File: src/rtl/clk_lock_pkg.sv
// clk_lock_pkg: FSM state type and counter-width helper for the lock sequencer
package clk_lock_pkg;

    typedef enum logic [1:0] {RESET, WAIT_LOCK, STABLE, RUN} state_t;

    function automatic int cnt_width(input int a, input int b, input int c);
        int m;
        m = a > b ? a : b;
        m = m > c ? m : c;
        return $clog2(m + 1);
    endfunction

endpackage

File: src/rtl/cdc_bit_sync.sv
// cdc_bit_sync: two-flop synchroniser over a vector of independent bits
module cdc_bit_sync #(
    parameter int W = 1
) (
    input  logic         BUS_CLK,
    input  logic         BUS_RST,
    input  logic [W-1:0] d,
    output logic [W-1:0] q
);

    logic [W-1:0] meta;

    always_ff @(posedge BUS_CLK)
        if (BUS_RST) {q, meta} <= '0;
        else         {q, meta} <= {meta, d};

endmodule

File: src/rtl/clk_lock_sequencer.sv
// clk_lock_sequencer: cascade-ordered reset sequencing of clock managers with lock supervision
module clk_lock_sequencer
    import clk_lock_pkg::*;
#(
    parameter int N_STAGE         = 2,
    parameter int FIRST_STAGE_RST = 0,
    parameter int RST_HOLD        = 4,
    parameter int STABLE_CNT      = 16,
    parameter int LOCK_TIMEOUT    = 65535,
    parameter int CNT_W           = 8
) (
    input  logic               BUS_CLK,
    input  logic               BUS_RST,
    input  logic [N_STAGE-1:0] LOCKED_IN,
    input  logic               CLR_CNT,
    input  logic               FORCE_RESTART,
    output logic [N_STAGE-1:0] DCM_RST,
    output logic [N_STAGE-1:0] STAGE_READY,
    output logic               ALL_LOCKED,
    output logic [CNT_W-1:0]   UNLOCK_CNT,
    output logic               TIMEOUT_ERR
);

    localparam int TW = cnt_width(RST_HOLD, STABLE_CNT, LOCK_TIMEOUT);
    localparam int IW = N_STAGE > 1 ? $clog2(N_STAGE) : 1;

    logic [N_STAGE-1:0] lk, loss, keep;
    logic [IW-1:0]      loss_idx, cur;
    logic [TW-1:0]      cnt;
    logic               lk_cur, ev_unlock, ev_to;
    state_t             state;

    cdc_bit_sync #(.W(N_STAGE)) u_sync (
        .BUS_CLK(BUS_CLK),
        .BUS_RST(BUS_RST),
        .d      (LOCKED_IN),
        .q      (lk)
    );

    function automatic logic ctrl(input int k);
        return (k != 0) || (FIRST_STAGE_RST != 0);
    endfunction

    // Reset pattern for a given (state, stage): current stage in RESET plus every downstream stage.
    function automatic logic [N_STAGE-1:0] rst_vec(input state_t st, input logic [IW-1:0] c);
        logic [N_STAGE-1:0] v;
        v = '0;
        for (int k = 0; k < N_STAGE; k++)
            v[k] = ctrl(k) && st != RUN && (k > int'(c) || (k == int'(c) && st == RESET));
        return v;
    endfunction

    always_comb begin
        loss     = STAGE_READY & ~lk;
        loss_idx = '0;
        keep     = '0;
        for (int k = N_STAGE - 1; k >= 0; k--)
            if (loss[k]) loss_idx = IW'(k);
        for (int k = 0; k < N_STAGE; k++)
            keep[k] = k < int'(loss_idx);
    end

    assign lk_cur    = lk[cur];
    assign ev_unlock = |loss && !FORCE_RESTART;
    assign ev_to     = state == WAIT_LOCK && !lk_cur && cnt == TW'(LOCK_TIMEOUT - 1) && !FORCE_RESTART && !(|loss);

    always_ff @(posedge BUS_CLK) begin
        if (BUS_RST || FORCE_RESTART) begin
            state       <= ctrl(0) ? RESET : WAIT_LOCK;
            cur         <= '0;
            cnt         <= '0;
            STAGE_READY <= '0;
            ALL_LOCKED  <= 1'b0;
            DCM_RST     <= rst_vec(RESET, '0);
        end else if (|loss) begin
            state       <= ctrl(int'(loss_idx)) ? RESET : WAIT_LOCK;
            cur         <= loss_idx;
            cnt         <= '0;
            STAGE_READY <= STAGE_READY & keep;
            ALL_LOCKED  <= 1'b0;
            DCM_RST     <= rst_vec(RESET, loss_idx);
        end else begin
            case (state)
                RESET:
                    if (cnt == TW'(RST_HOLD - 1)) begin
                        state   <= WAIT_LOCK;
                        cnt     <= '0;
                        DCM_RST <= rst_vec(WAIT_LOCK, cur);
                    end else cnt <= cnt + 1'b1;
                WAIT_LOCK:
                    if (lk_cur) begin
                        state <= STABLE;
                        cnt   <= '0;
                    end else if (ev_to) begin
                        cnt <= '0;
                        if (ctrl(int'(cur))) begin
                            state   <= RESET;
                            DCM_RST <= rst_vec(RESET, cur);
                        end
                    end else cnt <= cnt + 1'b1;
                STABLE:
                    if (!lk_cur) begin
                        state <= WAIT_LOCK;
                        cnt   <= '0;
                    end else if (cnt == TW'(STABLE_CNT - 1)) begin
                        STAGE_READY[cur] <= 1'b1;
                        cnt              <= '0;
                        if (int'(cur) == N_STAGE - 1) begin
                            state   <= RUN;
                            DCM_RST <= '0;
                        end else begin
                            state   <= RESET;
                            cur     <= cur + 1'b1;
                            DCM_RST <= rst_vec(RESET, IW'(cur + 1'b1));
                        end
                    end else cnt <= cnt + 1'b1;
                RUN:
                    ALL_LOCKED <= 1'b1;
            endcase
        end
    end

    always_ff @(posedge BUS_CLK) begin
        if (BUS_RST) begin
            UNLOCK_CNT  <= '0;
            TIMEOUT_ERR <= 1'b0;
        end else begin
            UNLOCK_CNT  <= CLR_CNT ? CNT_W'(ev_unlock) : UNLOCK_CNT + CNT_W'(ev_unlock && !(&UNLOCK_CNT));
            TIMEOUT_ERR <= ev_to || (TIMEOUT_ERR && !CLR_CNT);
        end
    end

endmodule

File: config.mk
export PLATFORM = sky130hd
export DESIGN_NAME = clk_lock_sequencer
export DESIGN_NICKNAME = d
export VERILOG_FILES = /design/src/rtl/clk_lock_pkg.sv /design/src/rtl/cdc_bit_sync.sv /design/src/rtl/clk_lock_sequencer.sv
export SDC_FILE = /design/constraint.sdc
export NUM_CORES = 1
export LEC_CHECK = 0
export ABC_AREA = 1
export CORE_MARGIN = 2
export CORE_UTILIZATION = 50
export CTS_CLUSTER_DIAMETER = 100
export DETAILED_ROUTE_END_ITERATION = 7
export HOLD_SLACK_MARGIN = 0.02
export PLACE_DENSITY = 0.74
export SYNTH_ARGS = -nofsm -noshare
export SYNTH_HDL_FRONTEND = slang
export SYNTH_SLANG_ARGS = --single-unit
File: constraint.sdc
create_clock -name BUS_CLK -period 1.4 [get_ports BUS_CLK]
set_input_delay 0.28 -clock BUS_CLK [delete_from_list [all_inputs] [get_ports BUS_CLK]]
set_output_delay 0.28 -clock BUS_CLK [all_outputs]
set_load 0.02 [all_outputs]
Word-level counts from Yosys, hierarchy flattened
Index checks and enable logic that the tools add are counted.
- add/subtract/negate cells: 3
- $mul: 0
- div/mod/pow operators: 0
- $lt $le $gt $ge: 6
- equal/unequal tests: 21
- shift-type cells: 0
- muxes and demuxes: 41
- bitwise operators: 4
- reduce and logical (&&, ||, !) cells: 32
- operators with widths (operator ; number):
    16-bit 2-to-1 mux ; 5
    16-bit one-hot mux with 3 select lines ; 1
    2-bit 2-to-1 mux ; 20
    16-bit by 1-bit adder with 16-bit output, second input constant ; 1
    16-bit == test, second input constant ; 1
    16-bit by 2-bit == test with 1-bit output, second input constant ; 1
    16-bit by 4-bit == test with 1-bit output, second input constant ; 1
    7-bit AND reduction ; 2
    1-bit 2-to-1 mux ; 12
    2-bit != test, second input constant ; 6
    2-bit one-hot mux with 3 select lines ; 2
    3-bit by 2-bit != test with 1-bit output, second input constant ; 3
    3-bit != test, second input constant ; 3
    8-bit by 1-bit adder with 8-bit output ; 1
    1-bit logical AND ; 8
    4-bit by 3-bit != test with 1-bit output, second input constant ; 2
    8-bit AND reduction ; 1
    2-bit nonzero test ; 3
    1-bit logical NOT ; 5
    1-bit logical OR ; 5
    5-bit AND reduction ; 1
    2-bit == test, second input constant ; 2
    4-bit != test, second input constant ; 1
    4-bit nonzero test ; 1
    other kinds (16) ; 19
- bits in registers: 37
- bits in latches: 0
- RAM bits: 0
- ROM bits: 0
- memories kept: 0

Longest topological paths before layout
Gate-level depths: netlist (run 1).
- depth in word-level cells: 11
- depth in mapped cells: 13
- mapped depth without buffers: 13

By module
Synthesis (run 1) repeated with hierarchy kept, for this count alone.
- cell total of the unflattened synthesis: 305
- area, all modules: 2157.1 um2
- by module, submodules not included (module ; instances ; cells an instance ; area each (um2) ; seq. area each (um2)):
    clk_lock_sequencer ; 1 ; 293 ; 2047.0 ; 640.6
    cdc_bit_sync ; 1 ; 12 ; 110.1 ; 80.1

Worst setup path after synthesis (run 1)
No wires, ideal clock.
- path type: flip-flop to flip-flop
- start point: register STAGE_READY[1]
- end point: register UNLOCK_CNT[7]
- setup time: 0.115 ns
- arrival time: 1.591 ns
- data required time: 1.285 ns
- slack: -0.306 ns
- stages on the path, launching flop included: 11
- path buffers: 0
- clock period less this slack: 1.706 ns
- cells stage by stage: dfxtp_1 > nand2_1 > nand2_4 > o311a_1 > ha_1 > nand3_1 > nor2_1 > inv_1 > nor3_1 > xnor2_1 > nor2_1
- cells in the longest elaborated chain, start to end: 5
- RTL lines (element ; line ; text):
    from (decl) ; clk_lock_sequencer.sv:18 ; output logic [N_STAGE-1:0] STAGE_READY,
    from (signal assigned) ; clk_lock_sequencer.sv:79 ; STAGE_READY <= STAGE_READY & keep;
    2-bit bitwise AND ; clk_lock_sequencer.sv:54 ; loss = STAGE_READY & ~lk;
    2-bit OR reduction ; clk_lock_sequencer.sv:64 ; assign ev_unlock = |loss && !FORCE_RESTART;
    1-bit logical AND ; clk_lock_sequencer.sv:64 ;
    1-bit logical AND ; clk_lock_sequencer.sv:128 ; UNLOCK_CNT <= CLR_CNT ? CNT_W'(ev_unlock) : UNLOCK_CNT + CNT_W'(ev_unlock && !(&UNLOCK_CNT));
    8-bit by 1-bit adder with 8-bit output ; clk_lock_sequencer.sv:128 ;
    to (signal assigned) ; clk_lock_sequencer.sv:128 ;
    to (decl) ; clk_lock_sequencer.sv:20 ; output logic [CNT_W-1:0] UNLOCK_CNT,
No other way between the ends.
A chain may end at the register's enable or synchronous reset.

Worst setup path after layout (run 1)
- start point: register UNLOCK_CNT[1]
- end point: register UNLOCK_CNT[7]
- cells in the longest elaborated chain, start to end: 4
- RTL lines (element ; line):
    8-bit AND reduction ; clk_lock_sequencer.sv:128
    1-bit logical NOT ; clk_lock_sequencer.sv:128
    1-bit logical AND ; clk_lock_sequencer.sv:128
    8-bit by 1-bit adder with 8-bit output * ; clk_lock_sequencer.sv:128
Mark *: on every way between the ends. The rest lies on a longest branch, timed or not.

==> run summary, run 1 <==
The run finished, with violations left. The checks that failed: negative setup slack. The area added between synthesis and finish is 70.87%. The number of antenna cells inserted is 0. Walking the worst path, the cells encountered are nand4_1 > o311a_1 > ha_4 > nand3_4 > nor2_4 > inv_2 > nor3_2 > xnor2_1 > nor2_1. The buffer levels on the longest clock path came out at 2. The design area is 3545 um^2.

The net count after synthesis came out at 314. The slowest stage of the critical path is the o311a_1 cell. The residual antenna-violating net count after detailed routing is 0.

The setup path with the least slack is of type reg2reg. The number of distinct library cell variants in the gate-level netlist after synthesis is 33. The total clock buffers created by CTS is 5. The analysis attributes to cell leakage a power of 1.532 nW. The number of hold-repair buffers added at the cts stage came out at 0. Routability-driven placement finished with a final weighted congestion of 0.8441.

For this run, design rule violations remaining after detail routing come to 0. STA classifies the critical path endpoint as a register. TritonCTS built the clock tree. The post-synthesis cell count is 300. The share of Yosys cell area claimed by the top area cell type came out at 0.3474. The largest net degree at the start of global routing is 18. The via count of the first global-routing pass is 2145.

The maximum clock frequency came out at 565.5 MHz. The number of fill cells in the layout is 172. Summed over all instances, the cell type with the most area after synthesis is dfxtp_1.

The number of synthesized register bits is 36. Of the cells placed in the final design, the portion with a size suffix greater than 1 is 0.5347. The final worst clock skew is 0.005651 ns. The initial core utilization is 0.5186. The max-capacitance violation count came out at 0. The worst-case vdd ir drop is 0.6221 mV. The power per cell area came out at 562.6 nW/um^2. The clock-pin slew on the worst setup and hold paths is 0.08 ns. The die covers 4680 um^2. Of the available clock period, the critical path in the final layout requires 1.263. The first-pass GRT wire length came out at 9390 um. The detailed-route wire length is 9015 um. In this run the core area contains 23 standard-cell rows. Setup repair after global routing could not meet its margin everywhere.

The die is 68.41 um wide. After layout, the minimum clock period comes to 1.768 ns. The worst min-delay path endpoint is u_sync.q[0].

Clock latency on the worst-skew pair, taken at its later pin, is 0.30 ns. The total global routing track utilization is 0.2682. The number of pins exceeding their max-slew limit in the final report is 0.

The worst register-to-register path ends at UNLOCK_CNT[7]. CTS saw 36 sinks. Of the synthesized area, sequential elements account for 0.3474. The violation count after the first detailed-route iteration is 297. The net count of the finished layout is 417. The reg-to-reg setup timing slack came out at -0.37 ns. The worst hold path cell count is 2. The count of buffers added on input and output ports is 18. The total count of hold-check failures in the final report is 0. The core outline area came out at 4000 um^2. The total standard cell area after synthesis is 2074 um^2. Of all nets on the critical path, the largest fanout is 3. The detailed placement HPWL came out at 4099 um. The worst register-to-register path begins at UNLOCK_CNT[1]. The die extent in y is 68.41 um. The most used flip-flop cell after synthesis is dfxtp_1. The final route contains 2708 vias. The total global routing overflow came out at 0.

The routed wirelength normalized by instance count is 19.86 um. The number of cells on the worst reg-to-reg path came out at 9. The vias per cell is 5.965. A synthesized cell averages 6.915 um^2. The endpoint required time on the critical path came out at 1.59 ns. The final sum of negative setup slack is -6.673 ns. On the worst path, the slowest cell contributes a delay of 0.44 ns. The standard cell area after detailed placement is 2970 um^2.

The number of primary I/O pins came out at 20. The total power of the final layout came out at 1.994 mW. The minimum setup slack after placement came out at -0.4347 ns. STA classifies the critical path startpoint as a register. By area the synthesized netlist is led by dfxtp_1 (35%), nand2_1 (12%), nor2_1 (8.1%), nand3_1 (6.3%), a21oi_1 (6.0%). Yosys instantiated no cell more often than nand2_1.

The number of search-and-repair iterations in the first detailed-routing pass is 6. The startpoint of the lowest-slack hold path is u_sync.meta[0]. The final worst-path setup slack came out at -0.3685 ns. At the worst endpoint, the arrival time is 1.95 ns. The number of setup violations in the final report came out at 30. Yosys printed 0 warnings. The initial antenna violation count came out at 0. The share of synthesized flip-flops with an asynchronous set or reset came out at 0.

By count the netlist is led by nand2_1 (66), nor2_1 (45), dfxtp_1 (36), inv_1 (33), nand3_1 (26). The cell sitting at the root of the clock tree is a clkbuf_8. Yosys mapped a number of flops with a built-in enable equal to 0. The H-tree was split into 2 levels. The tightest min-delay check is of the reg2reg type.
==> worst max-delay path: cells and delay by family, from the launching register on <==
kind                     cells  cell delay [ns]
buffers and inverters        1             0.07
flip-flops                   1             0.35
AND/OR/NAND/NOR              5             0.42
AO/OA/AOI/OAI                1             0.44
XOR/XNOR                     1             0.17
adder cells (fa/ha/maj)      1             0.21
==> where the power goes <==
group | internal [mW] | switching (mW)
combinational | 0.0925 | 0.110
sequential | 1.02 | 0.00940
clock | 0.339 | 0.425
==> stage by stage <==
stage / cells / hold WS [ns] / utilization
after floorplan: 300 / 0.3512 / -
after global placement: 437 / 0.3915 / 0.7426
after detailed placement: 437 / 0.3971 / 0.7426
after CTS: 452 / 0.4011 / 0.7992
after global routing: 454 / 0.4273 / 0.8861
final: 454 / 0.4103 / 0.8861
==> cell families after synthesis <==
| family | synth area share |
|---|---|
| other cells | 0.001808 |
| xor+xnor | 0.04222 |
| flops | 0.3474 |
| simple gates | 0.3570 |
| buf+inv | 0.08202 |
| compound gates | 0.1212 |
| fa+ha+maj | 0.04825 |
==> state kept, by name (all words and copies together) (netlist names) <==
name	flops
cur	1
u_sync.meta	2
UNLOCK_CNT	8
state	2
TIMEOUT_ERR	1
STAGE_READY	2
u_sync.q	2
ALL_LOCKED	1
cnt	16
DCM_RST	1
==> placed cells by master (no fill, tap or decap), drive strengths merged, types with 2 or more instances in the layout <==
cell type	n
nand3	29
inv	34
xor2	8
dfxtp	36
clkinv	3
nand3b	2
clkdlybuf4s50	4
clkdlybuf4s15	2
a21oi	27
nor3	3
ha	8
nor2	50
nand2	74
o21bai	2
o21ai	8
xnor2	2
buf	83
dlygate4sd2	11
clkbuf	6
nand4	4
==> worst max path at each step <==
stage	from	to	slack, ns	cells after the start
final	UNLOCK_CNT[1]	UNLOCK_CNT[7]	-0.37	9
after global routing	u_sync.q[0]	UNLOCK_CNT[7]	-0.42	11
after CTS	u_sync.q[1]	UNLOCK_CNT[7]	-0.14	11
after detailed placement	FORCE_RESTART	UNLOCK_CNT[7]	-0.43	10
after global placement	FORCE_RESTART	UNLOCK_CNT[7]	-0.38	10
after floorplan	STAGE_READY[1]	UNLOCK_CNT[7]	-0.11	10
==> routing by layer <==
| metal | global-route usage | vias up | part of all wire |
|---|---|---|---|
| li1 | - | 1171 | - |
| met2 | 0.4651 | 197 | 0.47 |
| met5 | 0 | - | 0 |
| met3 | 0.04770 | 54 | 0.089 |
| met1 | 0.3303 | 1286 | 0.38 |
| met4 | 0.09250 | 0 | 0.053 |
==> layout make-up <==
| class | instances | area (um^2) | area share |
|---|---|---|---|
| timing repair buffer | 102 | 865.8 | 0.2443 |
| multi-input combinational | 224 | 1632 | 0.4603 |
| sequential | 36 | 769.5 | 0.2171 |
| inverter | 34 | 132.6 | 0.03742 |
| tap | 50 | 62.56 | 0.01765 |
| clock buffer | 5 | 68.82 | 0.01941 |
| clock inverter | 3 | 13.76 | 0.003883 |
==> timing repair <==
action,4_1_cts,5_1_grt
gates cloned,0,1
pin swaps,14,29
buffers inserted,7,2
endpoints found under the setup margin,42,31
gates resized for setup,46,89
No activity file was read; power rests on OpenSTA's default activity.
==> run 2, diff against run 1 <==
- CTS_CLUSTER_DIAMETER: 100 -> 150
==> results of run 2 <==
No change in the layout: final DEF, timing and power equal those of run 1.
==> run 3, diff against run 2 <==
- MAX_ROUTING_LAYER: default -> met4
- SLEW_MARGIN: default -> 20
- TNS_END_PERCENT: default -> 10
==> run 3 against run 2 <==
Effect of this change: the flow still finishes with violations (negative setup slack); design area fell by 9.4%; wire length down 32%; die area is the same; critical path type unchanged; largest cell class unchanged; largest power group unchanged.
==> run summary, run 3 (synthesis results as in run 1) <==
The flow ran to the end, but the final reports show violations. The checks that failed: negative setup slack. The largest net degree at the start of global routing came out at 18.

Dividing the final minimum period by the clock period gives 1.117. The violation count after the first detailed-route iteration came out at 174. For the worst setup path, the data required time is 1.59 ns. The initial antenna violation count came out at 0. The standard cell area after detailed placement is 2895 um^2. The number of pins exceeding their max-slew limit in the final report is 0. The number of H-tree levels came out at 2. The routed wirelength normalized by instance count is 13.62 um.

Subtracting the final worst setup slack from the clock period gives 1.564 ns. Compared with the post-synthesis result, the final layout area differs by 54.76%. The initial core utilization came out at 0.5186.

The core outline area is 4000 um^2. TritonCTS built the clock tree. The floorplan step defined a die boundary enclosing 4680 um^2.

The number of search-and-repair iterations in the first detailed-routing pass came out at 5. The final layout net count came out at 411. The count of buffer and inverter cells on the critical path came out at 2. The remaining design rule violation count is 0. The design area came out at 3211 um^2. In this run the worst path has a maximum fanout of 3. For this design, the sink count on the clock tree is 36. The post-layout instance count excluding filler cells came out at 448. Summed over all nets, the switching power comes to 0.4762 mW. The number of antenna diodes in the final layout is 0. The delay of the slowest critical-path stage came out at 0.37 ns. Across every metal layer, demand over resource in global routing totals 0.2757. The clock-pin slew on the worst setup and hold paths is 0.08 ns. The sequential fraction of design power came out at 0.491.

The share of layout cells above drive strength 1 is 0.4271. The class of the most critical setup path is reg2reg. The buffer levels on the longest clock path came out at 2. The largest registers in the layout are cnt (16), UNLOCK_CNT (8). The max-capacitance violation count is 0. The die extent in y is 68.41 um. The power share of the combinational group came out at 0.071. The switching portion of total power is 0.2275. The count of buffers inserted at the top-level ports came out at 18. The total clock buffers created by CTS came out at 5. The power per cell area is 652.0 nW/um^2. The library cells used most frequently in the layout, excluding fill and tap cells, are buf_4 (72), nand2_1 (54), nor2_1 (35). Ranked by flip-flop count, first place goes to cnt. The first-pass GRT wire length is 9349 um.

The cell-internal power came out at 1.617 mW. The worst hold path belongs to the class reg2reg. STA classifies the critical path startpoint as a register. The total global routing overflow came out at 0. The total count of hold-check failures in the final report is 0. The number of flip-flops in the largest register is 16. Setup repair after global routing could not meet its margin everywhere. Of the total power, the clock network draws 0.439.

Including well taps, the total number of placed cells is 437. The number of setup violations in the final report is 25. The worst-skew pair later-pin latency came out at 0.29 ns. At the end of routability-driven placement, the weighted congestion stood at 0.9451. The kind of cell with the highest combined delay along the critical path is simple AND/OR/NAND/NOR gates. The final worst clock skew came out at 0.007237 ns. The row count is 23. The residual antenna-violating net count after detailed routing came out at 0.

The most common cell after layout, fill and taps aside is buf_4. The via count of the first global-routing pass came to 2238. Measured on the finished design, the core utilization comes to 0.8026.

STA puts the critical path data arrival time at 1.76 ns. Across the VDD grid, the largest voltage drop is 0.8166 mV. Across all layers, the routed design uses 2315 vias. The maximum clock frequency is 639.5 MHz. The detailed-route wire length came out at 6103 um. The critical path goes through inv_4 > ha_4 > nand2_2 > nor2_2 > nand3_2 > o21ai_2 > buf_4 > nand2_1 > nand2_2 > nand2_4 > nor2_2 > nor2_1. The detailed placement HPWL came out at 4212 um.

The kind of end point of the critical path is a register. The critical-path cell with the highest stage delay is dfxtp_4. 20 I/O pins were placed.

CTS placed an instance of clkbuf_8 at the clock tree root. Dividing the detail-routed via count by the number of cells gives 5.167. The number of hold-repair buffers added at the cts stage is 0. Across all setup checks in the final design, the least slack found is -0.1636 ns.

In this run the horizontal extent of the chip is 68.41 um. The leakage power figure is 1.426 nW.
run 3: worst paths after layout:
check | from | cells after the start | slack, ns | end
setup / recovery | cnt[0] | 12 | -0.16 | state[1]
hold / removal | u_sync.meta[1] | 2 | 0.40 | u_sync.q[1]
setup reg to reg | cnt[0] | 12 | -0.16 | state[1]
hold reg to reg | u_sync.meta[1] | 2 | 0.40 | u_sync.q[1]
run 3: repair_timing:
action | in CTS | in global routing
cloned | 0 | 0
setup endpoints to repair | 42 | 31
resized for setup | 32 | 48
pin swaps | 14 | 21
setup buffers | 2 | 1
run 3: layout make-up:
cell class / instances / area [um^2]
Multi-Input combinational cell: 224 / 1368
Fill cell: 262 / 789.5
Timing Repair Buffer: 96 / 782.0
Sequential cell: 36 / 760.7
Inverter: 34 / 130.1
Clock buffer: 6 / 72.57
Tap cell: 50 / 62.56
Clock inverter: 2 / 35.03
run 3: layer usage:
| metal | GRT usage | part of all wire | vias to the layer above | routed length [um] |
|---|---|---|---|---|
| met3 | 0.03454 | 0.054 | 15 | 329 |
| met1 | 0.3092 | 0.42 | 1069 | 2578 |
| li1 | - | - | 1160 | - |
| met2 | 0.4868 | 0.50 | 71 | 3073 |
| met4 | 0.1200 | 0.020 | 0 | 122 |
| met5 | - | 0 | - | 0 |
run 3: worst register-to-register path: stages, from the launching register on:
cell     delay (ns)
dfxtp_4        0.37
inv_4          0.06
ha_4           0.13
nand2_2        0.06
nor2_2         0.10
nand3_2        0.09
o21ai_2        0.16
buf_4          0.13
nand2_1        0.05
nand2_2        0.10
nand2_4        0.07
nor2_2         0.10
nor2_1         0.05
run 3: power groups by stage:
stage               sequential [mW]  combinational, mW  clock [mW]
global placement               1.05              0.121           0
detailed placement             1.05              0.125           0
finish                         1.03              0.148       0.918
CTS                            1.03              0.130       0.928
floorplan                      1.05             0.0618           0
global route                   1.03              0.161       0.959
run 3: stage by stage:
| stage | hold slack (ns) | TNS (ns) | power (mW) | setup WS [ns] |
|---|---|---|---|---|
| floorplan | 0.3512 | -1.408 | 1.112 | -0.1115 |
| global placement | 0.3931 | -7.950 | 1.172 | -0.3698 |
| detailed placement | 0.3940 | -9.034 | 1.176 | -0.4127 |
| CTS | 0.4042 | -3.337 | 2.085 | -0.2001 |
| global route | 0.4394 | -4.815 | 2.148 | -0.3222 |
| finish | 0.4022 | -2.418 | 2.093 | -0.1636 |
